<file path="src/rtl/pipe_pkg.sv">
// Shared constants and types for the elastic pipeline-stage buffer.
`default_nettype none

package pipe_pkg;

  localparam logic [31:0]  NOP_INSTR      = 32'h00000013;
  localparam logic [127:0] DEFAULT_BUBBLE = {96'b0, NOP_INSTR};

  localparam logic [1:0] EMPTY = 2'd0;
  localparam logic [1:0] ONE   = 2'd1;
  localparam logic [1:0] FULL  = 2'd2;

  typedef enum logic [1:0] {
    ST_EMPTY = EMPTY,
    ST_ONE   = ONE,
    ST_FULL  = FULL
  } occ_state_e;

endpackage

`default_nettype wire

</file>
<file path="src/rtl/pipe_entry.sv">
// One payload slot: loadable data register plus valid bit, cleared to RST_VAL.
`default_nettype none

module pipe_entry #(
  parameter int               WIDTH   = 128,
  parameter logic [WIDTH-1:0] RST_VAL = '0
) (
  input  logic             clk,
  input  logic             rst,
  input  logic             clear,
  input  logic             load,
  input  logic [WIDTH-1:0] d,
  input  logic             v_in,
  output logic [WIDTH-1:0] q,
  output logic             v
);

  always_ff @(posedge clk) begin
    if (rst || clear) begin
      q <= RST_VAL;
      v <= 1'b0;
    end else if (load) begin
      q <= d;
      v <= v_in;
    end
  end

endmodule

`default_nettype wire

</file>
<file path="src/rtl/pipe_stage_buf.sv">
// Elastic pipeline-stage register: valid/ready handshake, optional skid slot,
// flush to bubble and a saturating stall-cycle counter.
`default_nettype none

module pipe_stage_buf
  import pipe_pkg::*;
#(
  parameter int               WIDTH       = 128,
  parameter int               SKID        = 1,
  parameter logic [WIDTH-1:0] BUBBLE_VAL  = WIDTH'(DEFAULT_BUBBLE),
  parameter int               STALL_CNT_W = 16
) (
  input  logic                   i_clk,
  input  logic                   i_rst,
  input  logic                   i_valid,
  output logic                   o_ready,
  input  logic [WIDTH-1:0]       i_data,
  output logic                   o_valid,
  input  logic                   i_ready,
  output logic [WIDTH-1:0]       o_data,
  input  logic                   i_flush,
  output logic [1:0]             o_count,
  output logic [STALL_CNT_W-1:0] o_stall_cnt
);

  occ_state_e state, state_nxt;

  logic             push, pop;
  logic             main_load, main_v_in, main_valid;
  logic [WIDTH-1:0] main_d;
  logic             skid_load, skid_v_in, skid_valid;
  logic [WIDTH-1:0] skid_d, skid_q;
  logic [STALL_CNT_W-1:0] stall_cnt;

  assign push = i_valid && o_ready;
  assign pop  = o_valid && i_ready;

  pipe_entry #(.WIDTH(WIDTH), .RST_VAL(BUBBLE_VAL)) u_main (
    .clk   (i_clk),
    .rst   (i_rst),
    .clear (i_flush),
    .load  (main_load),
    .d     (main_d),
    .v_in  (main_v_in),
    .q     (o_data),
    .v     (main_valid)
  );

  // With SKID=0 the FSM never reaches FULL, so this slot is never loaded.
  pipe_entry #(.WIDTH(WIDTH), .RST_VAL(BUBBLE_VAL)) u_skid (
    .clk   (i_clk),
    .rst   (i_rst),
    .clear (i_flush),
    .load  (skid_load),
    .d     (skid_d),
    .v_in  (skid_v_in),
    .q     (skid_q),
    .v     (skid_valid)
  );

  assign o_valid = main_valid;
  assign o_count = state;

  generate
    if (SKID != 0) begin : g_skid
      assign o_ready = !skid_valid;
    end else begin : g_no_skid
      assign o_ready = !main_valid || i_ready;
    end
  endgenerate

  always_ff @(posedge i_clk) begin
    if (i_rst || i_flush) begin
      state <= ST_EMPTY;
    end else begin
      state <= state_nxt;
    end
  end

  always_comb begin
    state_nxt = state;
    main_load = 1'b0;
    main_d    = i_data;
    main_v_in = 1'b1;
    skid_load = 1'b0;
    skid_d    = i_data;
    skid_v_in = 1'b1;
    case (state)
      ST_EMPTY: begin
        if (push) begin
          main_load = 1'b1;
          state_nxt = ST_ONE;
        end
      end
      ST_ONE: begin
        if (push && pop) begin
          main_load = 1'b1;
        end else if (pop) begin
          main_load = 1'b1;
          main_d    = BUBBLE_VAL;
          main_v_in = 1'b0;
          state_nxt = ST_EMPTY;
        end else if (push && (SKID != 0)) begin
          skid_load = 1'b1;
          state_nxt = ST_FULL;
        end
      end
      ST_FULL: begin
        // o_ready is low here, so only a pop can occur.
        if (pop) begin
          main_load = 1'b1;
          main_d    = skid_q;
          skid_load = 1'b1;
          skid_d    = BUBBLE_VAL;
          skid_v_in = 1'b0;
          state_nxt = ST_ONE;
        end
      end
      default: state_nxt = ST_EMPTY;
    endcase
  end

  always_ff @(posedge i_clk) begin
    if (i_rst) begin
      stall_cnt <= '0;
    end else if (o_valid && !i_ready && (stall_cnt != '1)) begin
      stall_cnt <= stall_cnt + STALL_CNT_W'(1);
    end
  end

  assign o_stall_cnt = stall_cnt;

endmodule

`default_nettype wire

</file>
<file path="config.mk">
export PLATFORM = sky130hd
export DESIGN_NAME = pipe_stage_buf
export DESIGN_NICKNAME = d
export VERILOG_FILES = /design/src/rtl/pipe_pkg.sv /design/src/rtl/pipe_entry.sv /design/src/rtl/pipe_stage_buf.sv
export SDC_FILE = /design/constraint.sdc
export NUM_CORES = 1
export LEC_CHECK = 0
export BUFFER_PORTS_ARGS = -buffer_cell sky130_fd_sc_hd__buf_2
export CAP_MARGIN = 15
export CORE_UTILIZATION = 45
export DETAILED_ROUTE_END_ITERATION = 10
export GPL_TIMING_DRIVEN = 0
export PLACE_DENSITY = 0.66
export SYNTH_ARGS = -nofsm -noshare
export SYNTH_HDL_FRONTEND = slang
export SYNTH_SLANG_ARGS = --single-unit
</file>
<file path="constraint.sdc">
create_clock -name i_clk -period 7 [get_ports i_clk]
set_clock_uncertainty 0.2 [all_clocks]
set_input_delay 1.4 -clock i_clk [delete_from_list [all_inputs] [get_ports i_clk]]
set_output_delay 1.4 -clock i_clk [all_outputs]
set_load 0.01 [all_outputs]
</file>
Yosys cells after proc, flatten, opt, wreduce, memory -nomap -nowiden

Cells that the tools add are included.

Register bits after elaboration: 276
Input bits: 133
Output and inout port bits: 148

Add/sub/neg operators: 1
Eq/ne operators: 7
Muxes and demuxes: 22
Reductions and logical operators: 10

Operator list:

| cell                                                             | count |
|---|---|
| 128-bit two-way mux                                              | 4 |
| 128-bit case mux with 2 select lines                             | 1 |
| 16-bit by 1-bit adder with 16-bit output (second input constant) | 1 |
| 16-bit inequality test (second input constant)                   | 1 |
| 2-bit two-way mux                                                | 5 |
| 1-bit two-way mux                                                | 9 |
| 2-bit inequality test (second input constant)                    | 3 |
| 2-bit case mux with 3 select lines                               | 1 |
| 1-bit logical AND                                                | 5 |
| 4-bit AND reduction                                              | 1 |
| 3-bit inequality test (second input constant)                    | 1 |
| 1-bit case mux with 3 select lines                               | 1 |
| 2-bit by 1-bit == test with 1-bit output (second input constant) | 1 |
| 2-bit == test (second input constant)                            | 1 |
| 1-bit logical NOT                                                | 2 |
| 2-bit logical NOT                                                | 1 |
| 1-bit case mux with 2 select lines                               | 1 |
| 1-bit logical OR                                                 | 1 |

Longest topological paths before layout

Word-level depth: 6
Gate-level depth with buffers: 10
Depth with buffers taken out: 6

Modules after synthesis

A second synthesis with hierarchy kept.

Cell total of the unflattened synthesis: 1277
Area, all modules: 12450.7 um^2

By module, submodules not included:

| module         | times used | cells an instance | area an instance (um^2) | seq. area each (um^2) |
|---|---|---|---|---|
| pipe_entry     | 2          | 418               | 4584.4                  | 2582.5 |
| pipe_stage_buf | 1          | 441               | 3281.9                  | 360.3 |

Worst setup path before layout

Ideal clock, no wire load.

Path type: input -> register
Start: input i_valid
End: register u_main.q[77]
Arrival: 2.617 ns
Data required time: 6.680 ns
Path slack: 4.063 ns
Stages: 8
Path through: nor2b_1 > clkbuf_1 > o32a_1 > buf_6 > buf_6 > buf_6 > a221oi_2 > nor2_1

Cells in the longest elaborated chain, start to end: 4
Elaborated cells on any way between the ends: 7
Classes of those cells: mux (5); reduce/logical (2)

Ends and longest elaborated chain:

| what                                                                                              | line                 | text |
|---|---|---|
| from (decl)                                                                                       | pipe_stage_buf.sv:15 | `input logic i_valid,` |
| 1-bit logical AND (*)                                                                             | pipe_stage_buf.sv:35 | `assign push = i_valid && o_ready;` |
| 1-bit logical AND                                                                                 | pipe_stage_buf.sv:96 | `if (push && pop) begin` |
| 1-bit two-way mux / 128-bit two-way mux (equally long branches)                                   | pipe_stage_buf.sv:96 |  |
| 1-bit case mux with 3 select lines / 128-bit case mux with 2 select lines (equally long branches) | pipe_stage_buf.sv:88 | `case (state)` |
| to (signal assigned)                                                                              | pipe_entry.sv:20     | `q <= RST_VAL;` |
| to (signal assigned)                                                                              | pipe_entry.sv:23     | `q <= d;` |
| to (decl)                                                                                         | pipe_entry.sv:14     | `output logic [WIDTH-1:0] q,` |

Every way passes the cells marked *; elsewhere a longest branch is shown, timed or not.
A chain may end at the register's enable or synchronous reset.

Worst setup path after layout

Start: input i_rst
End: register u_main.q[124]

Cells in the longest elaborated chain, start to end: 1

Ends and longest elaborated chain:

| what             | line                 | text |
|---|---|---|
| from (decl)      | pipe_stage_buf.sv:14 | `input logic i_rst,` |
| 1-bit logical OR | pipe_entry.sv:19     | `if (rst \|\| clear) begin` |

No other way between the ends.

==> flow_summary.toml <==
[floorplanning]
die_width_um = 160.3
die_area_um2 = 25700
initial_core_util_pct = 46.11
ioPinCount = 281
site_row_count = 57
fp.dieH_um = 160.3
placeable_core_region_um2 = 24460

[global_routing]
globalRouteTotalUtil_pct = 25.58
grt_first_pass_wirelength_um = 54040
overflow = 0
via_count_of_the_first_global_routing_pass = 10310
grt_antenna_before_repair = 8
maximum_number_of_pins_on_one_net_before_global_route_repair = 15

[worst_setup_path]
crit_fanout = 10
reg2reg_depth = 8
worst-r2r-setup-slack_ns = 4.20
worstPathRequired_ns = 7.28
critical_path.reg2reg.startpoint = "o_count[0]"
critical_path_class = "input port to flip-flop"
r2r-end = "u_skid.v"
critical_path_arrival_ns = 3.33
critical_path.startpoint_type = "input port"
cp-end-kind = "flip-flop"

[logic_synthesis]
post_synthesis_mux_area_share_pct = 0.5658
synth_simple_gate_area_share_pct = 18.04
ys_warns = 0
synth.cell_area_um2 = 11280
ys_types = 46
synth.avg_cell_area_um2 = 8.629
synth_xor_area_share_pct = 0.07766
synth-edff-count = 0
yosys_register_bits = 276
synth-async-reset-ratio_pct = 0
synth_compound_gate_area_share_pct = 26.02
share_of_the_yosys_chip_area_belonging_to_registers_pct = 48.99
post_synth_fa_ha_maj_area_fraction_pct = 0.6656
syn_nets = 1446
main_combinational_cell_family_by_area_after_synthesis = "compound AO/OA/AOI/OAI gates"
post_synth_inst_count = 1307
synth-main-ff-cell = "sky130_fd_sc_hd__dfxtp_1"

[hold_path]
hold-path-cell-count = 2
min-delay-path-class = "flip-flop to flip-flop"
min-delay-start = "u_skid.q[25]"
hold_path_end = "u_skid.q[25]"

[timing]
relSlewSlack_pct = 37.83
setup_total_negative_slack_ns = 0
finalWorstSetupSlack_ns = 3.948
timing_hold_violations_final = 0
post-route-min-period_ns = 3.052
max_clock_freq_mhz = 327.6
timing.final.max_slew_violations = 0
report.final.setup_viol = 0
rsz0062_at_grt = "no"
tightest_slew_ns = 0.9326
fin_hold_ws_ns = 0.2662
timing.final.crit_share_pct = 43.60

[placed_design]
placed_cell_area_um2 = 13090
detailedPlace.worstSlack_ns = 3.428
dp.cells = 1911
gp_congestion = 0.8793
port-buffer-count = 280
hpwl_um = 23660

[cts]
ctsResizeCount = 0
worst_skew_pair.late_latency_ns = 0.55
clkSinkCount = 276
cts_max_level = 1
tritoncts = "built"
post-cts-setup-buffers = 0
ctsHoldBuffers = 0
clock-root-buffer = "sky130_fd_sc_hd__clkbuf_16"
numCtsBuffers = 30
cts.clk_slew.worst_paths_ns = 0.06
ctsLongestPathBuffers = 3

[power]
swShare_pct = 24.42
ir_drop_v = 0.0001867
pwr-share-clk_pct = 45.3
p_int_w = 0.002762
powerDensity_nw_per_um2 = 258.3
p_switching_w = 0.0008926
power.leakage_nw = 5.666
power_frac_comb_pct = 10.0
register_share_of_total_power_pct = 44.7

[drt]
avgViaCountPerCell = 5.603
antenna_left = 0
first_pass_iters = 5
post_drt_wl_per_cell_um = 17.31
detail_route.wirelength_um = 34150
drt-initial-drc-count = 743
post-route-drc-count = 0
vias = 11050

[final_layout]
layout-drive-gt1-share_pct = 26.60
final_cell_count_no_fill = 1973
fillerInstances = 2304
final_cell_mix = "sky130_fd_sc_hd__buf_2 (324), sky130_fd_sc_hd__dfxtp_1 (276), sky130_fd_sc_hd__nor2_1 (142)"
syn_to_final_growth_pct = 25.47
finish.net_count = 1758
final_cell_area_um2 = 14150
mostFrequentLayoutCell = "sky130_fd_sc_hd__buf_2"

[run_status]
run_status = "finished clean"

[job]
drv_cap = 0
-- synth_stat cells, drive strengths merged (2+ instances only) --
master,n,area share (%)
or2,2,0.11
o21ai,131,5.8
nand4,5,0.28
nand2,135,4.5
and2,4,0.22
and3,4,0.22
inv,6,0.20
nand3,132,5.9
a311oi,2,0.16
clkbuf,74,2.5
ha,6,0.67
nor2,142,4.7
or4,3,0.20
mux2i,3,0.27
a211oi,2,0.13
nand2b,3,0.17
nor4,6,0.33
o31ai,4,0.27
a31oi,3,0.17
buf,61,3.0
a221oi,127,13
nor3,11,0.49
a21oi,137,6.1
nor2b,5,0.28
or3,2,0.11
mux2,3,0.30
a22o,2,0.16
and4,3,0.23
dfxtp,276,49
-- critical path, cell delays in order --
cell and delay, ns:
sky130_fd_sc_hd__buf_2 0.14, sky130_fd_sc_hd__nor2_1 0.33, sky130_fd_sc_hd__clkbuf_1 0.75, sky130_fd_sc_hd__clkbuf_1 0.40, sky130_fd_sc_hd__o21ai_0 0.19, sky130_fd_sc_hd__nor2_1 0.12
-- power groups by stage --
stage	logic, W	registers, W	clock network [W]
2_1_floorplan	0.000183	0.00168	0
5_1_grt	0.000398	0.00164	0.00175
3_3_place_gp	0.000364	0.00167	0
6_report	0.000365	0.00163	0.00166
4_1_cts	0.000365	0.00163	0.00169
3_5_place_dp	0.000363	0.00167	0
-- area by class of cell --
type	instances	area (um^2)	area share [%]
repair buffers	280	1401	9.903
flip-flops and latches	276	5525	39.05
clock inverters	10	128.9	0.9107
inverters	6	22.52	0.1592
diodes	6	15.01	0.1061
plain buffers	135	614.3	4.341
multi-input cells	890	5116	36.15
clock buffers	46	922.1	6.516
well taps	324	405.4	2.865
-- routing by layer --
metal	part of all wire (%)	vias to the layer above	GRT usage, %
li1	-	5394	-
met1	44	5178	34.42
met2	45	413	41.25
met3	7.4	67	5.165
met4	2.8	2	7.879
met5	0.035	-	0
-- metrics by stage --
step                util [%]  total power (W)
global placement       53.49         0.002031
CTS                    57.79         0.003684
global route           57.81         0.003786
floorplan                  -         0.001868
detailed placement     53.49         0.002030
finish                 57.85         0.003655
-- registers in the layout, summed over array words and instances (netlist names) --
register,cells
u_skid.q,128
o_stall_cnt,16
u_skid.v,1
u_main.v,1
o_count,2
u_main.q,128
-- kinds of logic (layout without fill, tap and decap cells) --
logic type / count (synthesis) / in the layout
adder cells (fa/ha/maj): 6 / 6
buffers and inverters: 141 / 477
other: 0 / 6
flip-flops: 276 / 276
XOR/XNOR: 1 / 1
AND/OR/NAND/NOR: 461 / 461
AO/OA/AOI/OAI: 416 / 416
multiplexers: 6 / 6
-- worst max-delay path by stage --
stage | start | slack [ns] | cells past startpoint | to
final | i_rst | 3.95 | 6 | u_main.q[124]
after global routing | i_rst | 3.89 | 6 | u_main.q[125]
after CTS | i_rst | 4.00 | 6 | u_main.q[124]
after detailed placement | i_rst | 3.43 | 6 | u_main.q[124]
after global placement | i_rst | 3.45 | 6 | u_main.q[124]
after floorplan | i_valid | 4.06 | 8 | u_main.q[77]
Note: power is estimated with default switching activity, not from simulation.
